**src/rtl/ppu_line_writer_pkg.sv**
```systemverilog
// Shared PPU definitions: coordinate/pixel widths and the RGB555 palette entry format.
// Used by both the background layer and the line writer.
package ppu_line_writer_pkg;

  localparam int unsigned PPU_W_COORD     = 12;
  localparam int unsigned PPU_W_RGB       = 15;
  localparam int unsigned PPU_W_PAL_INDEX = 8;
  localparam int unsigned PPU_W_PIXDATA   = PPU_W_RGB;

  // Palette entry / line buffer pixel, blue in the top bits.
  typedef struct packed {
    logic [4:0] b;
    logic [4:0] g;
    logic [4:0] r;
  } rgb555_t;

endpackage

```
**src/rtl/ppu_line_writer.sv**
```systemverilog
// Background pixel stream consumer: resolves paletted pixels through an external
// synchronous palette RAM, applies index-0 transparency and writes RGB555 into the line buffer.
module ppu_line_writer
  import ppu_line_writer_pkg::*;
#(
  parameter int unsigned W_COORD     = PPU_W_COORD,
  parameter int unsigned W_PIXDATA   = PPU_W_PIXDATA,
  parameter int unsigned W_PAL_INDEX = PPU_W_PAL_INDEX
) (
  input  logic                   clk,
  input  logic                   rst_n,
  input  logic                   en,
  input  logic                   flush,
  input  logic [W_COORD-1:0]     cfg_start_x,
  input  logic [W_COORD-1:0]     cfg_line_len,
  input  logic                   cfg_transparency,
  input  logic                   in_vld,
  output logic                   in_rdy,
  input  logic [W_PIXDATA-1:0]   in_pixdata,
  input  logic                   in_paletted,
  output logic                   pal_ren,
  output logic [W_PAL_INDEX-1:0] pal_addr,
  input  logic [PPU_W_RGB-1:0]   pal_rdata,
  output logic                   lbuf_wen,
  output logic [W_COORD-1:0]     lbuf_waddr,
  output logic [PPU_W_RGB-1:0]   lbuf_wdata,
  output logic                   line_done
);

  logic [W_COORD-1:0]     x;
  logic [W_COORD-1:0]     remaining;
  logic                   s2_vld;
  logic                   s2_pal;
  logic                   s2_transp;
  logic [W_COORD-1:0]     s2_x;
  rgb555_t                s2_direct;

  logic                   accept;
  logic [W_PAL_INDEX-1:0] index;
  logic                   transp_c;

  // Ready never looks at in_vld, so the upstream layer can rely on it combinationally.
  assign in_rdy   = en && !flush && (remaining != '0);
  assign accept   = in_vld && in_rdy;
  assign index    = in_pixdata[W_PAL_INDEX-1:0];
  assign transp_c = cfg_transparency && in_paletted && (index == '0);

  // Palette lookup issued in the accept cycle; data returns alongside the stage-2 write.
  assign pal_ren  = accept && in_paletted;
  assign pal_addr = pal_ren ? index : '0;

  always_ff @(posedge clk) begin
    if (!rst_n) begin
      x         <= '0;
      remaining <= '0;
      s2_vld    <= 1'b0;
      s2_pal    <= 1'b0;
      s2_transp <= 1'b0;
      s2_x      <= '0;
      s2_direct <= '0;
    end else begin
      s2_vld <= accept && !flush;
      if (flush) begin
        x         <= cfg_start_x;
        remaining <= cfg_line_len;
      end else if (accept) begin
        x         <= x + W_COORD'(1);
        remaining <= remaining - W_COORD'(1);
      end
      if (accept) begin
        s2_x      <= x;
        s2_pal    <= in_paletted;
        s2_transp <= transp_c;
        s2_direct <= rgb555_t'(in_pixdata[PPU_W_RGB-1:0]);
      end
    end
  end

  // Transparent pixels still consume their x slot, they just never strobe the buffer.
  assign lbuf_wen   = s2_vld && !s2_transp;
  assign lbuf_waddr = s2_x;
  assign lbuf_wdata = s2_pal ? pal_rdata : s2_direct;
  assign line_done  = (remaining == '0) && !s2_vld;

endmodule

```
**config.mk**
```make
export PLATFORM = sky130hd
export DESIGN_NAME = ppu_line_writer
export DESIGN_NICKNAME = d
export VERILOG_FILES = /design/src/rtl/ppu_line_writer_pkg.sv /design/src/rtl/ppu_line_writer.sv
export SDC_FILE = /design/constraint.sdc
export NUM_CORES = 1
export LEC_CHECK = 0
export BUFFER_PORTS_ARGS = -buffer_cell sky130_fd_sc_hd__buf_2
export CAP_MARGIN = 20
export CORE_MARGIN = 3
export CORE_UTILIZATION = 54
export DETAILED_ROUTE_END_ITERATION = 8
export PLACE_DENSITY = 0.86
export SLEW_MARGIN = 10
export SYNTH_ARGS = -nofsm -noshare
export SYNTH_HDL_FRONTEND = slang
export SYNTH_SLANG_ARGS = --single-unit
```
**constraint.sdc**
```tcl
create_clock -name clk -period 3.6 [get_ports clk]
set_input_delay 0.18 -clock clk [delete_from_list [all_inputs] [get_ports clk]]
set_output_delay 0.18 -clock clk [all_outputs]
set_load 0.005 [all_outputs]
```
## Word level (Yosys, flattened, before mapping)

Index checks and enable logic that the tools add are counted.

| word-level totals | value |
|---|---|
| output and inout port bits | 39 |
| register bits | 54 |

| operators by class | value |
|---|---|
| reduce and logical (&&, ||, !) cells | 16 |
| mux-type cells | 6 |
| add/sub/neg operators | 2 |

Operators with widths:

| kind | count |
|---|---|
| two-way mux 12 bit | 4 |
| two-way mux 15 bit | 1 |
| adder 12 x 1 -> 12 bit, second input constant | 1 |
| logical NOT 12 bit | 1 |
| nonzero test 12 bit | 1 |
| subtractor 12 x 1 -> 12 bit, second input constant | 1 |
| logical AND 1 bit | 9 |
| logical NOT 8 bit | 1 |
| two-way mux 8 bit | 1 |
| logical NOT 1 bit | 3 |
| nonzero test 2 bit | 1 |

## Depth between registers and ports, before layout

| depth | value |
|---|---|
| depth in word-level cells | 6 |
| mapped depth | 8 |

## Worst setup path after synthesis

No wires, ideal clock.

| path | value |
|---|---|
| kind | reg2reg |
| from | register remaining[0] |
| to | register s2_pal |
| cell stages (with the launch flop) | 8 |
| buffers on the path | 1 |
| clock period less this slack | 1.930 ns |
| slack | 1.670 ns |
| arrival time | 1.862 ns |
| required time | 3.532 ns |
| cell sequence | dfxtp_1 -> inv_1 -> ha_1 -> or4b_1 -> o31ai_4 -> buf_6 -> nand2_1 -> a21oi_2 |

| on the way | value |
|---|---|
| word-level cells in the longest chain between the ends | 3 |

Ends and longest elaborated chain:

| what | RTL line | RTL |
|---|---|---|
| start, declared | ppu_line_writer.sv:31 | `logic [W_COORD-1:0] remaining;` |
| start signal, assigned | ppu_line_writer.sv:65 | `remaining <= cfg_line_len;` |
| start signal, assigned | ppu_line_writer.sv:68 | `remaining <= remaining - W_COORD'(1);` |
| nonzero test 12 bit | ppu_line_writer.sv:43 | `assign in_rdy = en && !flush && (remaining != '0);` |
| logical AND 1 bit | ppu_line_writer.sv:43 |  |
| logical AND 1 bit | ppu_line_writer.sv:44 | `assign accept = in_vld && in_rdy;` |
| end signal, assigned | ppu_line_writer.sv:72 | `s2_pal <= in_paletted;` |
| end, declared | ppu_line_writer.sv:33 | `logic s2_pal;` |

Every way passes these cells.
A chain may end at the register's enable or synchronous reset.

## Final worst setup path

| path | value |
|---|---|
| from | register remaining[0] |
| to | output port pal_addr[1] |

| on the way | value |
|---|---|
| word-level cells in the longest chain between the ends | 5 |

Ends and longest elaborated chain:

| what | RTL line | RTL |
|---|---|---|
| nonzero test 12 bit | ppu_line_writer.sv:43 |  |
| logical AND 1 bit | ppu_line_writer.sv:43 |  |
| logical AND 1 bit | ppu_line_writer.sv:44 |  |
| logical AND 1 bit | ppu_line_writer.sv:49 | `assign pal_ren = accept && in_paletted;` |
| two-way mux 8 bit | ppu_line_writer.sv:50 | `assign pal_addr = pal_ren ? index : '0;` |
| end, declared | ppu_line_writer.sv:22 | `output logic [W_PAL_INDEX-1:0] pal_addr,` |

Every way passes these cells.

==> results.md <==
* Area growth, synth to finish at 20.8%
* Arrival time at the worst endpoint at 2490 ps
* Gpl congestion at just over 0.9
* Core Area at slightly below 0.005 mm2
* Slew headroom at 0.347
* Mean Syn Cell Area at slightly above 8 um2
* Adder-Cell Fraction of Synth Area at 0.0133
* Avg WL per Cell at 14.4 um
* Cells after DPL at ~500
* Clock transition at path regs at about 100 ps
* Die area at 0.00611 mm2
* IO Port Bufs at just under 100
* Worst skew pair latency at 310 ps
* Drt initial violations at between 150 and 200
* Cell Rows at 25
* H-Tree Depth at 2
* Hold Crit Class: in -> reg
* Fin util at 0.696
* Final period utilization at 0.741
* CP startpoint kind: register
* Worst Tran Pin Value at 971 ps
* Most frequent cells in the layout: buf_2 (99), nand2_1 (80), dfxtp_1 (54)
* Largest net degree at the start of global routing at 47
* CTS tree: built
* Post-Layout Cell Count at 499
* CTS Root Buffer Type: clkbuf_8
* CP Data Required Time at around 3400 ps
* First drt pass iteration count at 4
* Hold Slack at 99.6 ps
* Seq/Total Area, Yosys at 0.384
* Cell area after synthesis at ~0.0028 mm2
* Die Height at 78.2 um
* DRC viols at 0
* Most common flop cell mapped by yosys: dfxtp_1
* Seq cells post-synth at 54
* Antenna Nets Post-Route at 0
* N_diodes at 0
* Multiplexer share of the synthesized area at 0.0601
* IO Count at 100
* Gr usage total at 0.237
* Layout cells sized above 1 at 0.331
* Final Hold Fails at 0
* Die Span X at 78.2 um
* Number of global-route vias before repair at 2,642
* Compound-gate portion of the synthesized area at 0.205
* Static Leak at around 1.4 nW
* Number of hold-repair buffers added at the cts stage at 0
* Initial Utilization at 0.576
* Final setup violation count at 0
* GR Overflow Total at 0
* Routed wire length at about 7.2 mm
* Fill cell count at 400
* Unrepaired setup endpoints after global routing: no
* Tmin final at approximately 2700 ps
* Largest family of logic cells by synthesized area: simple AND/OR/NAND/NOR gates
* Clk sink count at 54
* Worst-case clock buffer depth at 2
* Post-Synthesis Cells at between 300 and 400
* Max-cap violations at 0
* Max-slew violations at 0
* Commonest non-fill, non-tap cell in the layout: buf_2
* VDD IR max at 0.000204 V
* Simple-Gate Fraction of Synth Area at 0.274
* CP max FO at 37
* CTS resizes at 0
* Warnings from Yosys at 0
* Distinct cells, synth at 49
* Status: completed
* Post-Synth XOR/XNOR Area at 0.0125
* First-pass GRT wire length at between 10 and 15 mm
* Crit end category: output port
* Post-DR vias/cell at about 5.7
* Dpl hpwl at roughly 5.2 mm
* Worst Skew at approximately 7.0 ps
* Post-synth EDFFs at 0
* Crit Path Category: reg -> out
* Postcts setup bufs at 0
* Vias at 2,863
* PD cells at around 350 mW/mm2
* Nets at between 400 and 500
* Post-synthesis async set-or-reset flop share at 0
* Syn Nets at 410
* Achievable Freq at around 370 MHz
* Setup TNS at 0 ps
* CTS Buf Count at 5
* Initial antenna violation count at 0
-- through the flow --
| step | area (um2) | worst slack, ps | total power, mW |
|---|---|---|---|
| 2_1_floorplan | 2810 | 1670 | 0.798 |
| 3_3_place_gp | 3320 | 1400 | 0.875 |
| 3_5_place_dp | 3320 | 1300 | 0.881 |
| 4_1_cts | 3400 | 959 | 1.20 |
| 5_1_grt | 3400 | 647 | 1.25 |
| 6_report | 3400 | 932 | 1.20 |
-- kinds of logic (layout without fill, tap and decap cells) --
| kind of cell | after synthesis | after routing |
|---|---|---|
| xor gates and xnor gates | 4 | 4 |
| buffers and inverters | 31 | 117 |
| and+or+nand+nor | 157 | 157 |
| DFF | 54 | 54 |
| muxes | 15 | 15 |
| adders and majority gates | 3 | 3 |
| AOI/OAI and AO/OA | 82 | 82 |
-- final cells by class --
class	instances	area, um2	share of cell area
clock inverter	1	7.51	0.00221
clock buffer	6	72.6	0.0214
tap	67	83.8	0.0247
sequential	54	1080	0.318
timing repair buffer	102	518	0.152
inverter	8	30.0	0.00884
multi-input combinational	261	1600	0.472
-- final timing paths --
path / startpoint / end / slack (ps) / depth (start not counted)
worst min-delay path: in_pixdata[8] / s2_direct[8] / 100 / 3
worst min register to register: lbuf_waddr[9] / lbuf_waddr[9] / 460 / 2
worst max-delay path: remaining[0] / pal_addr[1] / 930 / 6
worst max register to register: remaining[0] / lbuf_waddr[3] / 1280 / 7
-- synthesized netlist by cell type (4+ instances only) --
master / count / area share
a21oi_1: 26 / 0.046
a21oi_2: 7 / 0.022
a31oi_1: 13 / 0.029
and3_1: 9 / 0.020
clkbuf_1: 17 / 0.023
dfxtp_1: 54 / 0.38
inv_1: 7 / 0.0093
mux2_2: 15 / 0.060
nand2_1: 80 / 0.11
nand3_1: 12 / 0.021
nand4_1: 9 / 0.020
nor2_1: 8 / 0.011
nor3_1: 6 / 0.011
nor4_1: 5 / 0.011
o211ai_1: 10 / 0.027
or2_2: 5 / 0.011
or3_1: 5 / 0.011
or4_1: 5 / 0.013
xnor2_1: 4 / 0.012
-- where the power goes --
group	leakage, nW	switching, mW	internal, mW
clock network	0.0373	0.194	0.134
registers	0.441	0.0294	0.624
logic	0.956	0.124	0.0928
-- routing by layer --
| layer | GRT usage | wire [um] | share of wire |
|---|---|---|---|
| met5 | 0 | 0 | 0 |
| met4 | 0.0804 | 123 | 0.017 |
| met3 | 0.0424 | 464 | 0.064 |
| met2 | 0.403 | 3510 | 0.49 |
| met1 | 0.303 | 3110 | 0.43 |
-- worst max-delay path: stages (launching register included) --
cell     delay, ps
dfxtp_1        340
inv_1          100
ha_1           160
nor4b_2        550
a31oi_4        520
and3_1         370
buf_2          130
-- flip-flops by register name (all words and copies together) (netlist names) --
register	cells
remaining	12
s2_vld	1
s2_transp	1
s2_pal	1
lbuf_waddr	12
x	12
s2_direct	15
Note: power is estimated with default switching activity, not from simulation.
